<file path="config.mk">
export PLATFORM = sky130hd
export DESIGN_NAME = instr_assembler
export DESIGN_NICKNAME = d
export VERILOG_FILES = /design/src/rtl/rv_isa_pkg.sv /design/src/rtl/instr_pack.sv /design/src/rtl/instr_assembler.sv
export SDC_FILE = /design/constraint.sdc
export NUM_CORES = 1
export LEC_CHECK = 0
export BUFFER_PORTS_ARGS = -buffer_cell sky130_fd_sc_hd__buf_2
export CORE_MARGIN = 2
export CORE_UTILIZATION = 53
export CTS_CLUSTER_SIZE = 24
export DETAILED_ROUTE_END_ITERATION = 7
export GPL_TIMING_DRIVEN = 1
export HOLD_SLACK_MARGIN = 0.06
export PLACE_DENSITY = 0.77
export SLEW_MARGIN = 10
export SYNTH_ARGS = -nofsm -noshare
export SYNTH_HDL_FRONTEND = slang
export SYNTH_HIERARCHICAL = 1
export SYNTH_SLANG_ARGS = --single-unit
</file>
<file path="constraint.sdc">
create_clock -name clk -period 2.62 [get_ports clk]
set_input_delay 0.131 -clock clk [delete_from_list [all_inputs] [get_ports clk]]
set_output_delay 0.131 -clock clk [all_outputs]
set_load 0.01 [all_outputs]
</file>
<file path="src/rtl/rv_isa_pkg.sv">
// RV32I encoding constants, immediate limits and the assembler state type
// shared by the instruction assembler and its packing logic.
package rv_isa_pkg;

  localparam logic [6:0] OP_R      = 7'b0110011;
  localparam logic [6:0] OP_IMM    = 7'b0010011;
  localparam logic [6:0] OP_LOAD   = 7'b0000011;
  localparam logic [6:0] OP_STORE  = 7'b0100011;
  localparam logic [6:0] OP_BRANCH = 7'b1100011;

  // B-type offsets are byte offsets; bit 0 is implied zero in the encoding.
  localparam logic signed [31:0] IMM12_MIN = -32'sd2048;
  localparam logic signed [31:0] IMM12_MAX = 32'sd2047;
  localparam logic signed [31:0] IMMB_MIN  = -32'sd4096;
  localparam logic signed [31:0] IMMB_MAX  = 32'sd4094;

  typedef enum logic [1:0] {
    IDLE   = 2'd0,
    ENCODE = 2'd1,
    WRITE  = 2'd2
  } state_e;

endpackage

</file>
<file path="src/rtl/instr_pack.sv">
// Combinational RV32I field packer: builds the 32-bit word for R/I/load/S/B
// formats and reports whether the opcode is supported and the immediate fits.
module instr_pack
  import rv_isa_pkg::*;
(
  input  logic [6:0]  opcode_i,
  input  logic [4:0]  rd_i,
  input  logic [4:0]  rs1_i,
  input  logic [4:0]  rs2_i,
  input  logic [2:0]  funct3_i,
  input  logic [6:0]  funct7_i,
  input  logic [31:0] imm_i,
  output logic [31:0] word_o,
  output logic        legal_o
);

  logic imm12_ok_s;
  logic immb_ok_s;

  assign imm12_ok_s = ($signed(imm_i) >= IMM12_MIN) && ($signed(imm_i) <= IMM12_MAX);
  assign immb_ok_s  = ($signed(imm_i) >= IMMB_MIN) && ($signed(imm_i) <= IMMB_MAX) &&
                      (imm_i[0] == 1'b0);

  always_comb begin
    word_o  = 32'h0000_0000;
    legal_o = 1'b0;
    case (opcode_i)
      OP_R: begin
        word_o  = {funct7_i, rs2_i, rs1_i, funct3_i, rd_i, opcode_i};
        legal_o = 1'b1;
      end
      OP_IMM, OP_LOAD: begin
        word_o  = {imm_i[11:0], rs1_i, funct3_i, rd_i, opcode_i};
        legal_o = imm12_ok_s;
      end
      OP_STORE: begin
        word_o  = {imm_i[11:5], rs2_i, rs1_i, funct3_i, imm_i[4:0], opcode_i};
        legal_o = imm12_ok_s;
      end
      OP_BRANCH: begin
        word_o  = {imm_i[12], imm_i[10:5], rs2_i, rs1_i, funct3_i,
                   imm_i[4:1], imm_i[11], opcode_i};
        legal_o = immb_ok_s;
      end
      default: begin
        word_o  = 32'h0000_0000;
        legal_o = 1'b0;
      end
    endcase
  end

endmodule

</file>
<file path="src/rtl/instr_assembler.sv">
// Field-level instruction assembler: captures a request, packs it into an RV32I
// word and writes it to instruction memory at an auto-incrementing address.
module instr_assembler
  import rv_isa_pkg::*;
#(
  parameter int ADDR_W    = 8,
  parameter int BASE_ADDR = 0
) (
  input  logic              clk,
  input  logic              rst_n,
  input  logic              clr,
  input  logic              req_valid,
  output logic              req_ready,
  input  logic [6:0]        req_opcode,
  input  logic [4:0]        req_rd,
  input  logic [4:0]        req_rs1,
  input  logic [4:0]        req_rs2,
  input  logic [2:0]        req_funct3,
  input  logic [6:0]        req_funct7,
  input  logic [31:0]       req_imm,
  output logic              imem_we,
  output logic [ADDR_W-1:0] imem_addr,
  output logic [31:0]       imem_wdata,
  input  logic              imem_ready,
  output logic [ADDR_W:0]   word_count,
  output logic              err,
  output logic [ADDR_W-1:0] err_addr
);

  localparam logic [ADDR_W-1:0] BASE    = ADDR_W'(BASE_ADDR);
  localparam logic [ADDR_W:0]   CNT_MAX = {(ADDR_W+1){1'b1}};

  state_e            state_q, state_d;
  logic [6:0]        op_q, op_d;
  logic [4:0]        rd_q, rd_d, rs1_q, rs1_d, rs2_q, rs2_d;
  logic [2:0]        f3_q, f3_d;
  logic [6:0]        f7_q, f7_d;
  logic [31:0]       imm_q, imm_d;
  logic              ready_q, ready_d;
  logic              we_q, we_d;
  logic [31:0]       wdata_q, wdata_d;
  logic [ADDR_W-1:0] addr_q, addr_d;
  logic [ADDR_W:0]   count_q, count_d;
  logic              err_q, err_d;
  logic [ADDR_W-1:0] err_addr_q, err_addr_d;

  logic [31:0]       pack_word_s;
  logic              pack_legal_s;

  instr_pack u_pack (
    .opcode_i (op_q),
    .rd_i     (rd_q),
    .rs1_i    (rs1_q),
    .rs2_i    (rs2_q),
    .funct3_i (f3_q),
    .funct7_i (f7_q),
    .imm_i    (imm_q),
    .word_o   (pack_word_s),
    .legal_o  (pack_legal_s)
  );

  // Next-state and output-register logic; clr overrides every state.
  always_comb begin
    state_d    = state_q;
    op_d       = op_q;
    rd_d       = rd_q;
    rs1_d      = rs1_q;
    rs2_d      = rs2_q;
    f3_d       = f3_q;
    f7_d       = f7_q;
    imm_d      = imm_q;
    ready_d    = ready_q;
    we_d       = we_q;
    wdata_d    = wdata_q;
    addr_d     = addr_q;
    count_d    = count_q;
    err_d      = err_q;
    err_addr_d = err_addr_q;
    if (clr) begin
      state_d    = IDLE;
      ready_d    = 1'b1;
      we_d       = 1'b0;
      wdata_d    = 32'h0000_0000;
      addr_d     = BASE;
      count_d    = {(ADDR_W+1){1'b0}};
      err_d      = 1'b0;
      err_addr_d = {ADDR_W{1'b0}};
    end else begin
      case (state_q)
        IDLE: begin
          if (req_valid) begin
            op_d    = req_opcode;
            rd_d    = req_rd;
            rs1_d   = req_rs1;
            rs2_d   = req_rs2;
            f3_d    = req_funct3;
            f7_d    = req_funct7;
            imm_d   = req_imm;
            ready_d = 1'b0;
            state_d = ENCODE;
          end else begin
            state_d = IDLE;
          end
        end
        ENCODE: begin
          if (pack_legal_s) begin
            wdata_d = pack_word_s;
            we_d    = 1'b1;
            state_d = WRITE;
          end else begin
            // Only the first violation records its address.
            if (!err_q) begin
              err_d      = 1'b1;
              err_addr_d = addr_q;
            end else begin
              err_d      = err_q;
            end
            ready_d = 1'b1;
            state_d = IDLE;
          end
        end
        WRITE: begin
          if (imem_ready) begin
            we_d    = 1'b0;
            ready_d = 1'b1;
            addr_d  = addr_q + ADDR_W'(1);
            if (count_q != CNT_MAX) begin
              count_d = count_q + (ADDR_W+1)'(1);
            end else begin
              count_d = count_q;
            end
            state_d = IDLE;
          end else begin
            state_d = WRITE;
          end
        end
        default: begin
          state_d = IDLE;
          ready_d = 1'b1;
          we_d    = 1'b0;
        end
      endcase
    end
  end

  // State and datapath registers.
  always_ff @(posedge clk or negedge rst_n) begin
    if (!rst_n) begin
      state_q    <= IDLE;
      op_q       <= 7'd0;
      rd_q       <= 5'd0;
      rs1_q      <= 5'd0;
      rs2_q      <= 5'd0;
      f3_q       <= 3'd0;
      f7_q       <= 7'd0;
      imm_q      <= 32'h0000_0000;
      ready_q    <= 1'b1;
      we_q       <= 1'b0;
      wdata_q    <= 32'h0000_0000;
      addr_q     <= BASE;
      count_q    <= {(ADDR_W+1){1'b0}};
      err_q      <= 1'b0;
      err_addr_q <= {ADDR_W{1'b0}};
    end else begin
      state_q    <= state_d;
      op_q       <= op_d;
      rd_q       <= rd_d;
      rs1_q      <= rs1_d;
      rs2_q      <= rs2_d;
      f3_q       <= f3_d;
      f7_q       <= f7_d;
      imm_q      <= imm_d;
      ready_q    <= ready_d;
      we_q       <= we_d;
      wdata_q    <= wdata_d;
      addr_q     <= addr_d;
      count_q    <= count_d;
      err_q      <= err_d;
      err_addr_q <= err_addr_d;
    end
  end

  assign req_ready  = ready_q;
  assign imem_we    = we_q;
  assign imem_addr  = addr_q;
  assign imem_wdata = wdata_q;
  assign word_count = count_q;
  assign err        = err_q;
  assign err_addr   = err_addr_q;

endmodule

</file>
==> metrics.yaml <==
synth:
  ys_ff_latch: 126
  synth_warnings: 6
  seq_area_frac_synth_pct: 58.1
  avgSynthCellArea_um2: 13.3
  synth_top_area_share_pct: 57.6
  synth.distinct_cells: 48
  synthesis.instances: 407
  yosysTopAreaCell: "dfrtp_1"
  synthTopCellsByArea: "dfrtp_1 (58%), mux2_2 (13%), a22o_1 (8.9%)"
  synthesis.area_mm2: 0.00543
setup_path:
  r2r_setup_slack_ns: 0.25
  crit_chain: "nand4bb_4 -> nor2_4 -> and2_1 -> o2bb2ai_1 -> a21o_1 -> nand3b_1 -> nor2b_2 -> buf_4 -> a22o_1"
  endpoint: "imem_wdata[22]$_DFFE_PN0P_"
  timing.rr.end: "imem_wdata[22]$_DFFE_PN0P_"
  cp-startpoint: "op_q[2]$_DFFE_PN0P_"
  path_depth: 9
  endpoint_kind: "flop"
  start_kind: "flop"
  reg2reg_from: "op_q[2]$_DFFE_PN0P_"
  worst-path-buf-inv: 1
  slowest_stage: "dfrtp_1"
  worstPathRequired_ns: 3.01
  path_max_fanout: 32
  cp.arrival_ns: 2.76
  path_class: "reg -> reg"
  cp_top_family: "simple AND/OR/NAND/NOR gates"
  slowest_delay_ns: 0.37
  r2r_cells: 9
timing:
  timing.fmax_ghz: 0.422
  slew_violations: 0
  clock_skew_ns: 0.00567
  final.setup.tns_ns: 0
  setup_viol: 0
  rsz0062_at_grt: "false"
  period_needed_ns: 2.37
  fin_crit_sh_pct: 90.4
  hold_viol: 0
  worstMarginPinSlew_ns: 0.747
  maxSlewHeadroom_pct: 50.2
place:
  place_area_mm2: 0.00622
  dp_hpwl_um: 8250
  gp_congestion: 0.796
  port_buffers: 128
layout:
  antenna_cells: 0
  nFillCells: 649
  syn2layout_area_growth_pct: 36.7
  drive_gt1_share_pct: 39.6
  nets: 677
  final_area_mm2: 0.00743
clock_network:
  clk_pin_slew_ns: 0.06
  cts-root-buf: "clkbuf_8"
  htree_num_levels: 4
  clock_sinks: 126
  cts_tree: "yes"
  cts_buffer_depth: 2
  clock_latency_ns: 0.51
  numCtsBuffers: 17
route:
  vias: 4160
  antenna_left: 0
  wirelength_um: 13000
  viasPerCell: 5.55
  drc: 0
  dr.pass1.iters: 4
  wl_per_cell_um: 17.4
  drt_iter0_drc: 176
floorplanning:
  dieArea_mm2: 0.0111
  fp.dieW_um: 105
  fp.dieH_um: 105
  start_util_pct: 55.1
  core-area_mm2: 0.00986
  io_pins: 129
  rows: 36
global_routing:
  grt_max_degree: 67
  grt_overflow: 0
  grt_usage_pct: 25.0
  grt_pass1_wl_um: 21700
  grt_antenna_before_repair: 0
  grt_pass1_vias: 4394
outcome:
  status: "finished clean"
power:
  p_leak_nw: 3.52
  p_per_area_mw_per_mm2: 664
  irDropWorstVdd_uv: 387
run:
  max_cap_violations: 0
min_path:
  hold_class: "in -> reg"
## worst min-delay path by stage
stage	startpoint	end	slack, ns	cells past startpoint
floorplan	rst_n	err$_DFFE_PN0P_	-0.16	0
global placement	rst_n	imm_q[22]$_DFFE_PN0P_	0.24	1
detailed placement	rst_n	imm_q[20]$_DFFE_PN0P_	0.25	1
CTS	clr	state_q[0]$_DFF_PN0_	0.09	3
global route	clr	state_q[0]$_DFF_PN0_	0.1	3
finish	clr	state_q[0]$_DFF_PN0_	0.09	3
## cell type report
type | instances | area [um2] | share of cell area (%)
Tap cell | 133 | 166 | 2.24
Multi-Input combinational cell | 254 | 2150 | 28.9
Inverter | 3 | 11.3 | 0.152
Clock buffer | 23 | 477 | 6.42
Clock inverter | 7 | 62.6 | 0.842
Timing Repair Buffer | 203 | 1410 | 19.0
Sequential cell | 126 | 3150 | 42.5
## cell families after synthesis
logic type	count (synthesis)	share of synthesized area, %
AND/OR/NAND/NOR	84	10.4
multiplexers	69	14.2
flip-flops	126	58.1
XOR/XNOR	3	0.484
AO/OA/AOI/OAI	93	13.3
buffers and inverters	28	2.81
other	1	0.0690
adder cells (fa/ha/maj)	3	0.691
## per-layer routing
metal | GRT usage [%] | share of wire (%) | up-vias
li1 | - | - | 1923
met1 | 32.1 | 43 | 2085
met2 | 41.8 | 50 | 134
met3 | 5.94 | 5.2 | 18
met4 | 8.29 | 1.5 | 0
met5 | 0 | 0 | -
## layout by cell type, fill, tap and decap left out, types with 3 or more instances in the layout
cell,count
a21oi_1,16
o31ai_1,4
buf_4,7
or4_1,5
buf_12,3
clkinv_2,5
xor2_1,3
o2bb2ai_1,3
inv_1,3
and2_1,9
or3_1,6
buf_2,127
nor2_1,13
o21ai_0,8
mux2_2,64
mux2i_1,5
nand3_1,7
nand2_1,10
dlygate4sd3_1,66
clkbuf_16,16
nor4_1,5
dfrtp_1,125
nand4_1,8
a22o_1,55
clkbuf_8,5
ha_1,3
## power by group
part | total, mW | switching, mW | internal (mW) | leakage (nW)
Combinational | 0.521 | 0.213 | 0.308 | 1.63
Sequential | 2.27 | 0.139 | 2.13 | 1.62
Clock | 2.14 | 0.797 | 1.34 | 0.269
## state kept, by name, indices dropped and copies added (netlist names)
name,flops
imem_wdata,32
imm_q,32
word_count,9
err_addr,8
imem_addr,8
f7_q,7
op_q,7
rd_q,5
rs1_q,5
rs2_q,5
f3_q,3
state_q,2
err,1
imem_we,1
req_ready,1
## metrics by stage
| step | total power [mW] | cells | hold slack, ns | setup WS [ns] | util (%) |
|---|---|---|---|---|---|
| after global routing | 5.15 | 749 | 0.0968 | 0.0720 | 75.3 |
| after global placement | 2.71 | 653 | 0.235 | 0.293 | 63.0 |
| after detailed placement | 2.74 | 653 | 0.246 | 0.198 | 63.0 |
| after CTS | 4.95 | 749 | 0.0875 | 0.185 | 75.2 |
| final | 4.93 | 749 | 0.0878 | 0.251 | 75.3 |
| after floorplan | 2.56 | 408 | -0.165 | 0.430 | - |
## worst min-delay path, cell delays in order
cell and delay (ns):
buf_2 0.11, nor4b_4 0.05, buf_12 0.20
## synthesized netlist by cell type, drive strengths merged
cell,count
nor3,3
nand4bb,2
a31oi,1
nor2b,2
o2bb2ai,3
or4,5
dfstp,1
o21ai,8
mux2i,5
conb,1
nand2,10
a21o,1
buf,17
ha,3
and2,9
clkbuf,8
inv,3
nor4,5
o22ai,3
or2,2
dfrtp,125
or3b,1
nor4b,3
or3,6
nand4,8
xor2,3
nor2,15
a22o,55
nand3,7
nand4b,2
nand3b,2
nor3b,1
a21boi,1
nand2b,1
a21oi,17
o31ai,4
mux2,64
## repair_timing
action / CTS / global route
endpoints found under the hold margin: 120 / 0
setup buffers: 0 / 0
endpoints found under the setup margin: 0 / 11
resized for setup: 0 / 2
hold buffers: 66 / 0
No activity file was read; power rests on OpenSTA's default activity.
